File: config.mk
export PLATFORM = sky130hd
export DESIGN_NAME = width_packer_flat
export DESIGN_NICKNAME = d
export VERILOG_FILES = /design/src/rtl/width_packer_if.sv /design/src/rtl/width_packer.sv /design/src/flat_wrapper.sv
export SDC_FILE = /design/constraint.sdc
export NUM_CORES = 1
export LEC_CHECK = 0
export CAP_MARGIN = 15
export CORE_MARGIN = 2
export CORE_UTILIZATION = 55
export DETAILED_ROUTE_END_ITERATION = 6
export DONT_BUFFER_PORTS = 1
export HOLD_SLACK_MARGIN = 0.03
export PLACE_DENSITY = 0.74
export SETUP_SLACK_MARGIN = 0.1
export SLEW_MARGIN = 40
export SYNTH_ARGS = -nofsm -noshare
export SYNTH_HDL_FRONTEND = slang
export SYNTH_SLANG_ARGS = --single-unit
File: constraint.sdc
create_clock -name clk_4f -period 4.09 [get_ports clk_4f]
set_input_delay 0.818 -clock clk_4f [delete_from_list [all_inputs] [get_ports clk_4f]]
set_output_delay 0.818 -clock clk_4f [all_outputs]
set_load 0.01 [all_outputs]
File: src/rtl/width_packer_if.sv
// rtl/width_packer_if.sv - narrow-beat in / wide-word out handshake bundle for width_packer
interface width_packer_if #(
   parameter int IN_W  = 8,
   parameter int RATIO = 4
);
   logic [IN_W-1:0]       data_in;
   logic                  valid_in;
   logic                  in_ready;
   logic                  flush;
   logic [IN_W*RATIO-1:0] data_out;
   logic [RATIO-1:0]      data_keep;
   logic                  valid_out;
   logic                  out_ready;
   logic                  drop_pulse;

   modport slave (
      input  data_in, valid_in, flush, out_ready,
      output in_ready, data_out, data_keep, valid_out, drop_pulse
   );

   modport master (
      output data_in, valid_in, flush, out_ready,
      input  in_ready, data_out, data_keep, valid_out, drop_pulse
   );
endinterface

File: src/rtl/width_packer.sv
// rtl/width_packer.sv - packs RATIO narrow beats into one wide word with flush, keep mask and gap handling
module width_packer #(
   parameter int IN_W      = 8,
   parameter int RATIO     = 4,
   parameter bit MSB_FIRST = 1'b1,
   parameter bit GAP_DROP  = 1'b1
) (
   input logic           clk_4f,
   input logic           reset,
   width_packer_if.slave bus
);
   localparam int W  = IN_W * RATIO;
   localparam int CW = $clog2(RATIO);

   logic [CW-1:0]    cnt_q, cnt_d;
   logic [W-1:0]     acc_q, acc_d;
   logic [RATIO-1:0] keep_q, keep_d;
   logic [W-1:0]     dout_q, dout_d;
   logic [RATIO-1:0] dkeep_q, dkeep_d;
   logic             vout_q, vout_d;
   logic             drop_q, drop_d;

   logic             in_ready, beat, complete, do_flush, gap;
   logic [W-1:0]     acc_beat;
   logic [RATIO-1:0] keep_beat;

   // Accumulator as it would look with this cycle's beat written into lane cnt.
   always_comb begin
      acc_beat  = acc_q;
      keep_beat = keep_q;
      for (int i = 0; i < RATIO; i++) begin
         if (cnt_q == CW'(i)) begin
            acc_beat[(MSB_FIRST ? (RATIO - 1 - i) : i) * IN_W +: IN_W] = bus.data_in;
            keep_beat[i] = 1'b1;
         end
      end
   end

   assign in_ready = !reset && (!vout_q || bus.out_ready);
   assign beat     = bus.valid_in && in_ready;
   assign complete = beat && (cnt_q == CW'(RATIO - 1));
   assign do_flush = bus.flush && in_ready && ((cnt_q != '0) || beat);
   // A held flush protects the partial word even while the output slot is blocked.
   assign gap      = !bus.valid_in && (cnt_q != '0) && !bus.flush;

   always_comb begin
      cnt_d   = cnt_q;
      acc_d   = acc_q;
      keep_d  = keep_q;
      dout_d  = dout_q;
      dkeep_d = dkeep_q;
      vout_d  = vout_q && !bus.out_ready;
      drop_d  = 1'b0;
      if (complete || do_flush) begin
         dout_d  = beat ? acc_beat : acc_q;
         dkeep_d = beat ? keep_beat : keep_q;
         vout_d  = 1'b1;
         cnt_d   = '0;
         acc_d   = '0;
         keep_d  = '0;
      end else if (beat) begin
         acc_d  = acc_beat;
         keep_d = keep_beat;
         cnt_d  = cnt_q + CW'(1);
      end else if (gap && GAP_DROP) begin
         cnt_d  = '0;
         acc_d  = '0;
         keep_d = '0;
         drop_d = 1'b1;
      end
   end

   always_ff @(posedge clk_4f) begin
      if (reset) begin
         cnt_q   <= '0;
         acc_q   <= '0;
         keep_q  <= '0;
         dout_q  <= '0;
         dkeep_q <= '0;
         vout_q  <= 1'b0;
         drop_q  <= 1'b0;
      end else begin
         cnt_q   <= cnt_d;
         acc_q   <= acc_d;
         keep_q  <= keep_d;
         dout_q  <= dout_d;
         dkeep_q <= dkeep_d;
         vout_q  <= vout_d;
         drop_q  <= drop_d;
      end
   end

   assign bus.in_ready   = in_ready;
   assign bus.data_out   = dout_q;
   assign bus.data_keep  = dkeep_q;
   assign bus.valid_out  = vout_q;
   assign bus.drop_pulse = drop_q;
endmodule

File: src/flat_wrapper.sv
// flat-port wrapper written by rule: the top's interface ports become plain ports
module width_packer_flat 
#(
   parameter int IN_W      = 8,
   parameter int RATIO     = 4,
   parameter bit MSB_FIRST = 1'b1,
   parameter bit GAP_DROP  = 1'b1
)
  (clk_4f, reset, bus_data_in, bus_valid_in, bus_flush, bus_out_ready, bus_in_ready, bus_data_out, bus_data_keep, bus_valid_out, bus_drop_pulse);
  width_packer_if #(.IN_W(IN_W), .RATIO(RATIO)) bus_i ();
  input logic clk_4f;
  input logic reset;
  input wire logic [$bits(bus_i.data_in)-1:0] bus_data_in;
  input wire logic [$bits(bus_i.valid_in)-1:0] bus_valid_in;
  input wire logic [$bits(bus_i.flush)-1:0] bus_flush;
  input wire logic [$bits(bus_i.out_ready)-1:0] bus_out_ready;
  output wire logic [$bits(bus_i.in_ready)-1:0] bus_in_ready;
  output wire logic [$bits(bus_i.data_out)-1:0] bus_data_out;
  output wire logic [$bits(bus_i.data_keep)-1:0] bus_data_keep;
  output wire logic [$bits(bus_i.valid_out)-1:0] bus_valid_out;
  output wire logic [$bits(bus_i.drop_pulse)-1:0] bus_drop_pulse;
  assign bus_i.data_in = bus_data_in;
  assign bus_i.valid_in = bus_valid_in;
  assign bus_i.flush = bus_flush;
  assign bus_i.out_ready = bus_out_ready;
  assign bus_in_ready = bus_i.in_ready;
  assign bus_data_out = bus_i.data_out;
  assign bus_data_keep = bus_i.data_keep;
  assign bus_valid_out = bus_i.valid_out;
  assign bus_drop_pulse = bus_i.drop_pulse;
  width_packer #(.IN_W(IN_W), .RATIO(RATIO), .MSB_FIRST(MSB_FIRST), .GAP_DROP(GAP_DROP)) u_core (.clk_4f(clk_4f), .reset(reset), .bus(bus_i));
endmodule
==> metrics.yaml <==
relSlewSlack: 0.4308
hold_viol: 0
drt-vias-per-instance: 5.950
min_to: "u_core.acc_q[0]"
antenna_found_initial: 0
wl_per_cell_um: 17.41
outcome: "completed"
seqCellArea_um2: 1521
powerDensity_nw_per_um2: 486.2
drt_first_iter_violations: 235
postCtsHoldBufs: 0
power.leakage_nw: 1.041
rows: 26
cts_tree: "done"
synth_cells: 341
worst_pin_slew_ps: 853.8
finish.utilization: 0.6171
place.gp.congestion: 0.7930
die-area_um2: 6069
end_kind: "register"
worstRegToRegCells: 6
die_y_um: 77.91
num_vias: 2398
grt_pass1_wl_um: 11430
clk_latency_ps: 350
r2r_slack_ps: 1780
avgSynthCellArea_um2: 8.810
htree_levels: 3
yosysSeqAreaShare: 0.5065
numCtsBuffers: 9
arrival_ps: 2510
synth_cell_type_count: 31
grt_overflow: 0
drv_slew: 0
grt_pass1_vias: 2195
antenna_cells: 0
startpoint_type: "input pin"
rsz0062_at_grt: "no"
cts_setup_buffers: 0
drcViolationCount: 0
drt-pass1-iter-count: 5
ant_nets: 0
setup_viol: 0
final.period_utilization: 0.5657
fmax_mhz: 432.2
grt_start_max_net_pins: 48
required_ps: 4280
wl_um: 7016
hold_slack_ps: 430.7
drive_above_1_share: 0.09610
cts.clk_slew.worst_paths_ps: 80
synth_seq_cells: 76
path_class: "input pin to register"
clock_skew_ps: 10.70
ir_drop_v: 0.0002541
syn_area_um2: 3004
area_delta_synth_final_pct: 6.914
r2r-start: "u_core.cnt_q[0]"
crit_fanout: 33
coreArea_um2: 5205
nets: 345
r2r_end: "u_core.bus.data_out[26]"
synth_nets: 358
ios: 52
cts_buffer_depth: 2
hpwl_um: 4384
worstHoldStart: "u_core.acc_q[0]"
cts_resized: 0
multi_input_area_um2: 1310
nFillCells: 490
initial_core_util: 0.5772
die_w_um: 77.91
ys_warn_count: 0
hp-class: "register to register"
portBuffers: 0
whs_path_depth: 2
maxCapViolations: 0
cts_root_buf: "clkbuf_8"
track_usage: 0.2409
fin_setup_tns_ps: 0
cts.sinks: 76
period_minus_slack_ps: 2314
[through the flow]
stage | instances | setup slack [ps] | total power (W) | instance area [µm²]
2_1_floorplan | 341 | 2015 | 0.0008828 | 3004
3_3_place_gp | 387 | 1319 | 0.0008907 | 2969
3_5_place_dp | 387 | 1430 | 0.0008937 | 2972
4_1_cts | 403 | 1783 | 0.001568 | 3212
5_1_grt | 403 | 1536 | 0.001607 | 3212
6_report | 403 | 1776 | 0.001562 | 3212
[layout by cell type (no fill, tap or decap)]
master | Yosys | layout
nor2_2 | 2 | 2
o31ai_1 | 1 | 1
a31oi_1 | 2 | 2
a311oi_1 | 24 | 24
ha_1 | 4 | 4
mux2i_1 | 8 | 8
inv_1 | 6 | 6
nand2_1 | 59 | 58
clkinv_4 | 0 | 2
nand3_1 | 4 | 4
or3_1 | 1 | 1
nand2b_1 | 3 | 3
a31o_2 | 1 | 1
clkbuf_8 | 0 | 9
clkinv_2 | 0 | 1
bufinv_16 | 0 | 3
dfxtp_1 | 76 | 76
nor4_1 | 1 | 1
nor3_1 | 32 | 32
a21oi_1 | 14 | 14
a32oi_1 | 1 | 1
a21oi_2 | 8 | 8
o21ai_0 | 17 | 17
nand4b_1 | 1 | 1
and4b_1 | 1 | 1
nand2_2 | 0 | 1
clkbuf_1 | 12 | 1
nor2b_4 | 1 | 1
nor2b_1 | 1 | 1
nor2_1 | 30 | 30
and3_1 | 4 | 4
buf_4 | 1 | 4
a211oi_1 | 11 | 11
[state kept, by name (all words and copies together) (netlist names)]
| signal | count |
|---|---|
| u_core.cnt_q | 2 |
| u_core.bus.valid_out | 1 |
| u_core.bus.data_out | 32 |
| u_core.bus.drop_pulse | 1 |
| u_core.bus.data_keep | 4 |
| u_core.acc_q | 32 |
| u_core.keep_q | 4 |
[per-layer routing]
metal | GRT usage | vias up | routed length [µm]
met3 | 0.07791 | 8 | 744
met1 | 0.3135 | 1120 | 2922
met2 | 0.3767 | 89 | 3259
li1 | - | 1181 | -
met5 | 0 | - | 0
met4 | 0.08421 | 0 | 89
[power breakdown]
part | switching [W] | leakage, nW | total (W) | internal [W]
registers | 0.0000224 | 0.617 | 0.000785 | 0.000763
clock network | 0.000279 | 0.120 | 0.000686 | 0.000407
logic | 0.0000584 | 0.304 | 0.0000906 | 0.0000323
[Yosys cell counts]
cell | count | area share
buf_2 | 10 | 0.017
inv_1 | 6 | 0.0075
nor2_1 | 30 | 0.037
nor2_2 | 2 | 0.0042
a21oi_1 | 14 | 0.023
nand2b_1 | 3 | 0.0062
buf_6 | 4 | 0.015
and3_1 | 4 | 0.0083
dfxtp_1 | 76 | 0.51
nand2_1 | 59 | 0.074
a32oi_1 | 1 | 0.0029
nor4_1 | 1 | 0.0021
nor3_1 | 32 | 0.053
ha_1 | 4 | 0.017
o31ai_1 | 1 | 0.0025
a31oi_1 | 2 | 0.0042
nand4b_1 | 1 | 0.0029
a21oi_2 | 8 | 0.023
o21ai_0 | 17 | 0.028
clkbuf_2 | 1 | 0.0017
mux2i_1 | 8 | 0.027
buf_4 | 1 | 0.0025
or3_1 | 1 | 0.0021
a311oi_1 | 24 | 0.070
nor2b_1 | 1 | 0.0021
a31o_2 | 1 | 0.0029
and4b_1 | 1 | 0.0033
nand3_1 | 4 | 0.0067
a211oi_1 | 11 | 0.027
nor2b_4 | 1 | 0.0046
clkbuf_1 | 12 | 0.015
[how the worst max path moves through the flow]
stage                                from                       to  cells after the start
after global placement      bus_out_ready  u_core.bus.data_out[29]                      4
after CTS                 u_core.cnt_q[0]  u_core.bus.data_out[26]                      6
after detailed placement    bus_out_ready         u_core.acc_q[29]                      5
after global routing      u_core.cnt_q[0]  u_core.bus.data_out[26]                      6
after floorplan             bus_out_ready         u_core.acc_q[11]                      6
final                       bus_out_ready         u_core.acc_q[24]                      5
[cell type report]
class	count	area share
tap	70	0.02727
clock inverter	6	0.03506
inverter	6	0.007012
timing repair buffer	4	0.009349
clock buffer	10	0.03973
sequential	76	0.4737
multi-input combinational	231	0.4079
[critical path: stages]
cell      delay, ps
nand2b_1        300
and3_1          220
buf_4           340
or3_1           730
a21oi_1          80
[cells by family (layout without fill, tap and decap cells)]
kind of cell	Yosys count	count (layout)	synth area share
compound gates	79	79	0.1849
fa+ha+maj	4	4	0.01666
buf+inv	34	26	0.05831
flops	76	76	0.5065
mux	8	8	0.02666
simple gates	140	140	0.2070
Power figures use the tool's default switching activity.
